==> config.mk <==
export PLATFORM = sky130hd
export DESIGN_NAME = slice_size_table_reader
export DESIGN_NICKNAME = d
export VERILOG_FILES = /design/src/rtl/slice_size_table_reader.sv
export SDC_FILE = /design/constraint.sdc
export NUM_CORES = 2
export LEC_CHECK = 0
export CORE_ASPECT_RATIO = 1.2
export CORE_MARGIN = 2
export CORE_UTILIZATION = 24
export CTS_BUF_LIST = sky130_fd_sc_hd__clkbuf_16
export DETAILED_ROUTE_END_ITERATION = 8
export PLACE_DENSITY_LB_ADDON = 0.08
export SLEW_MARGIN = 20
export SYNTH_ARGS = -nofsm -noshare
export SYNTH_HDL_FRONTEND = slang
export SYNTH_SLANG_ARGS = --single-unit
==> constraint.sdc <==
create_clock -name clock -period 12.5 [get_ports clock]
set_input_delay 1.875 -clock clock [delete_from_list [all_inputs] [get_ports clock]]
set_output_delay 1.875 -clock clock [all_outputs]
set_load 0.02 [all_outputs]
==> src/rtl/slice_size_table_reader.sv <==
// slice_size_table_reader
//   Decoder-side reader for a picture's slice size table. Parses slice_num
//   big-endian 16-bit sizes from a byte stream, stores them in an internal
//   table, keeps a running total, and offers a registered random-access
//   read port for the slice-data fetcher.
//
// Optional feature macro: SLICE_SIZE_ZERO_CHECK_EN
//   defined   -> zero_size_err flags any parsed size of 0x0000 (sticky
//                until the next accepted start)
//   undefined -> zero_size_err tied to 0
//
// Ports:
//   clock, reset_n       rising-edge clock, async active-low reset
//   start, slice_num     start pulse (accepted in IDLE/DONE) and entry count
//   in_valid, in_data    incoming stream byte, MSB first
//   in_ready             byte accepted this cycle (HI/LO states)
//   rd_addr, rd_data     table read port, 1-cycle latency
//   busy, done, error    parse status
//   entry_count          entries written so far
//   total_size           sum of parsed sizes (mod 2^32)
//   zero_size_err        zero-size flag (optional feature)
module slice_size_table_reader #(
    parameter int MAX_SLICES = 256,
    parameter int ADDR_W     = 8
) (
    input  logic              clock,
    input  logic              reset_n,
    input  logic              start,
    input  logic [31:0]       slice_num,
    input  logic              in_valid,
    input  logic [7:0]        in_data,
    output logic              in_ready,
    input  logic [ADDR_W-1:0] rd_addr,
    output logic [15:0]       rd_data,
    output logic              busy,
    output logic              done,
    output logic              error,
    output logic [31:0]       entry_count,
    output logic [31:0]       total_size,
    output logic              zero_size_err
);

    typedef enum logic [1:0] {
        IDLE = 2'd0,
        HI   = 2'd1,
        LO   = 2'd2,
        DONE = 2'd3
    } state_t;

    state_t      state_q, state_d;
    logic [31:0] n_q, n_d;
    logic [7:0]  hi_q, hi_d;
    logic [31:0] entry_count_q, entry_count_d;
    logic [31:0] total_size_q, total_size_d;
    logic        error_q, error_d;
    logic [15:0] rd_data_q;

    logic              xfer;
    logic              wr_en;
    logic [15:0]       wr_data;
    logic [ADDR_W-1:0] wr_addr;

    logic [15:0] slice_tbl [MAX_SLICES];

`ifdef SLICE_SIZE_ZERO_CHECK_EN
    logic zero_size_err_q, zero_size_err_d;
`endif

    assign in_ready = (state_q == HI) || (state_q == LO);
    assign xfer     = in_valid && in_ready;
    assign wr_data  = {hi_q, in_data};
    assign wr_addr  = entry_count_q[ADDR_W-1:0];

    always_comb begin
        state_d       = state_q;
        n_d           = n_q;
        hi_d          = hi_q;
        entry_count_d = entry_count_q;
        total_size_d  = total_size_q;
        error_d       = error_q;
        wr_en         = 1'b0;
`ifdef SLICE_SIZE_ZERO_CHECK_EN
        zero_size_err_d = zero_size_err_q;
`endif
        case (state_q)
            IDLE, DONE: begin
                if (start) begin
                    n_d           = slice_num;
                    entry_count_d = '0;
                    total_size_d  = '0;
`ifdef SLICE_SIZE_ZERO_CHECK_EN
                    zero_size_err_d = 1'b0;
`endif
                    // Invalid counts go straight to DONE without consuming bytes.
                    if (slice_num == 32'd0 || slice_num > 32'(MAX_SLICES)) begin
                        error_d = 1'b1;
                        state_d = DONE;
                    end else begin
                        error_d = 1'b0;
                        state_d = HI;
                    end
                end
            end
            HI: begin
                if (xfer) begin
                    hi_d    = in_data;
                    state_d = LO;
                end
            end
            LO: begin
                if (xfer) begin
                    wr_en         = 1'b1;
                    total_size_d  = total_size_q + {16'd0, wr_data};
                    entry_count_d = entry_count_q + 32'd1;
`ifdef SLICE_SIZE_ZERO_CHECK_EN
                    if (wr_data == 16'd0)
                        zero_size_err_d = 1'b1;
`endif
                    state_d = (entry_count_d == n_q) ? DONE : HI;
                end
            end
            default: state_d = IDLE;
        endcase
    end

    always_ff @(posedge clock or negedge reset_n) begin
        if (!reset_n) begin
            state_q       <= IDLE;
            n_q           <= '0;
            hi_q          <= '0;
            entry_count_q <= '0;
            total_size_q  <= '0;
            error_q       <= 1'b0;
            rd_data_q     <= '0;
        end else begin
            state_q       <= state_d;
            n_q           <= n_d;
            hi_q          <= hi_d;
            entry_count_q <= entry_count_d;
            total_size_q  <= total_size_d;
            error_q       <= error_d;
            // Non-blocking read alongside the write gives old data on a
            // same-cycle read/write of one entry.
            rd_data_q     <= slice_tbl[rd_addr];
        end
    end

    // Table storage is intentionally not reset.
    always_ff @(posedge clock) begin
        if (wr_en)
            slice_tbl[wr_addr] <= wr_data;
    end

`ifdef SLICE_SIZE_ZERO_CHECK_EN
    always_ff @(posedge clock or negedge reset_n) begin
        if (!reset_n)
            zero_size_err_q <= 1'b0;
        else
            zero_size_err_q <= zero_size_err_d;
    end
    assign zero_size_err = zero_size_err_q;
`else
    assign zero_size_err = 1'b0;
`endif

    assign rd_data     = rd_data_q;
    assign busy        = in_ready;
    assign done        = (state_q == DONE);
    assign error       = error_q;
    assign entry_count = entry_count_q;
    assign total_size  = total_size_q;

endmodule

==> results.txt <==
Worst path max stage delay: 670 ps
Finished Core Util: 28.4%
Total Routing Usage GR: 15.6%
post-CTS setup buffer count: 0
crit end category: flop
max-cap viol count: 0
crit-path cells: buf_16 -> buf_12 -> buf_4 -> mux4_2 -> mux4_2 -> a22oi_1 -> nand2_1 -> a22oi_1 -> o221ai_1
peak supply drop: 0.117 mV
ratio of cells with drive above 1 in the final layout: 31.7%
syn avg cell area: 23.4 sq um
placed wire-length estimate: 321000 um
Slew @ Worst Pin: 1190 ps
failing checks: antenna violations
Max-Slew Margin vs Limit: 20.6%
vias per inst: 4.51
wire per inst: 32.1 um
Clk Latency, worst-skew pair: 1040 ps
Final period util: 46.5%
DR vias: 76200
Reg2Reg Setup Slack: 7590 ps
leading cell type in the layout, fill and taps excluded: edfxtp_1
synth warn: 0
Hold Path End: error$_DFFE_PN0P_
Setup Skew: 64.1 ps
drt drc: 0
CTS Buf Count: 453
core area: 677000 sq um
EDFF count, synth: 4096
largest net degree at the start of global routing: 163
setup violators final: 0
Reg clk slew, reported paths: 60 ps
type of origin of the critical path: input pin
post_cts resized: 0
post-synthesis cell type count: 71
fill count: 66300
clk buf depth: 4
fmax: 172 MHz
Slew Viols, Final: 0
Setup TNS: 0 ps
RePlAce Congestion: 0.731
fraction of registers with async set or reset after synthesis: 2.92%
H-tree lvl count: 5
Reg-to-Reg Start: state_q[0]$_DFFE_PN0P_
first-pass GRT wire length: 736000 um
nets: 7587
maximum fanout along the worst path: 57
sequential cell area fraction in the yosys report: 77.4%
Die Width: 756 um
Crit-path slowest cell: a22oi_1
initial drt markers: 6698
number of hold buffers added after cts: 0
power per cell area: 174 nW/um^2
area grow syn2layout: 18.0%
CTS tree: yes
Required @ worst endpoint: 13370 ps
vias in the first global route: 81400
Cells after Synth: 6951
Post-Layout Cell Count: 16900
Vert. Die Dim: 906 um
Top-Level Pins: 137
Synth Flop Type: edfxtp_1
Tmin final: 5810 ps
antenna violations before repair: 46
Synth Cell Area: 163000 sq um
Die ar.: 685000 sq um
unrepaired setup endpoints after global routing: false
total congestion overflow: 0
Initial Util: 24.1%
Seq cells post-synth: 4219
status: complete, but fails checks
Routed Wire Length: 544000 um
clk root buf: clkbuf_16
port buffer count: 135
CTS Sinks: 4219
kind of critical path: input pin to flop
Pre-Repair DR Iteration Count: 6
commonest cells after routing, fill and taps aside: edfxtp_1 (4096), mux4_2 (1280), clkbuf_16 (461)
Worst Reg-to-Reg Cells: 8
site row count: 331
Final ANT Viol Nets: 1
Hold/Removal Path Class: flop to flop
reg2reg end: slice_tbl[197][2]$_DFFE_PP_
Critical Path AT: 6680 ps
P_leak: 58.6 nW
Hold Path Depth: 2
post-placement cell count: 16000
Hold Startpoint: error$_DFFE_PN0P_
syn nets: 7028
Fin. Hold Viols: 0
==> sequential cells by signal (all words and copies together), names as in the netlist <==
name / count
hi_q: 8
error: 1
rd_data: 16
entry_count: 32
state_q: 2
slice_tbl: 4096
n_q: 32
total_size: 32
==> layout make-up <==
class	instances	area (sq um)	area share, %
Sequential cell	4219	126000	65.6
Multi-Input combinational cell	2327	36000	18.7
Clock buffer	461	11500	6.00
Tap cell	8991	11200	5.85
Timing Repair Buffer	493	4440	2.31
Clock inverter	379	2800	1.45
Antenna cell	27	67.6	0.0351
Inverter	16	60.1	0.0312
==> cells by family (layout without fill, tap and decap cells) <==
group	count (synthesis)	count (layout)	synth area share (%)
flip-flops	4219	4219	77.4
multiplexers	1328	1328	18.0
AND/OR/NAND/NOR	598	598	1.63
buffers and inverters	405	1349	1.03
AO/OA/AOI/OAI	314	314	1.37
XOR/XNOR	61	61	0.328
adder cells (fa/ha/maj)	25	25	0.197
other	1	28	0.00230
==> metal layers <==
metal  share of wire (%)  global-route usage (%)  vias up
met5              0.0042                       0        -
met4                 2.0                    3.03        4
met3                 4.4                    2.35      509
met2                  50                    27.0     1808
met1                  43                    20.8    42900
li1                    -                       -    31000
==> how the worst max path moves through the flow <==
stage | startpoint | to | cells past startpoint
final | rd_addr[0] | rd_data[0]$_DFF_PN0_ | 9
after global routing | rd_addr[0] | rd_data[0]$_DFF_PN0_ | 9
after CTS | rd_addr[0] | rd_data[0]$_DFF_PN0_ | 9
after detailed placement | rd_addr[0] | rd_data[0]$_DFF_PN0_ | 9
after global placement | rd_addr[1] | rd_data[1]$_DFF_PN0_ | 9
after floorplan | hi_q[0]$_DFFE_PN0P_ | total_size[18]$_DFFE_PN0P_ | 10
==> through the flow <==
step                power (mW)  cell area (sq um)  hold slack (ps)  worst slack (ps)
floorplan                 19.0             163000              485              6710
global placement          20.6             178000              490              4970
detailed placement        20.7             178000              505              5270
CTS                       34.0             192000              518              6480
global route              34.6             192000              549              6470
finish                    33.4             192000              519              6690
==> cell usage after synthesis (all sizes together), types with 24 or more instances <==
| master | number | share of area (%) |
|---|---|---|
| mux4 | 1280 | 18 |
| buf | 142 | 0.42 |
| edfxtp | 4096 | 76 |
| nand2 | 149 | 0.35 |
| o21ai | 72 | 0.22 |
| mux2 | 40 | 0.28 |
| clkbuf | 247 | 0.58 |
| nor2 | 312 | 0.72 |
| nand3 | 27 | 0.086 |
| dfrtp | 123 | 1.9 |
| a22o | 39 | 0.21 |
| a21oi | 24 | 0.074 |
| ha | 24 | 0.18 |
| xnor2 | 38 | 0.20 |
| a221oi | 32 | 0.17 |
| a22oi | 80 | 0.37 |
==> critical path: cells and delay by family <==
kind | cells | cell delay [ps]
muxes | 2 | 1150
buffers and inverters | 3 | 1530
AOI/OAI and AO/OA | 3 | 1490
and+or+nand+nor | 1 | 340
==> power breakdown <==
part           switching [mW]  total (mW)  internal [mW]
combinational            2.27        3.17          0.904
clock                    5.75        13.2           7.43
sequential              0.395        17.1           16.7
Note: power is estimated with default switching activity, not from simulation.
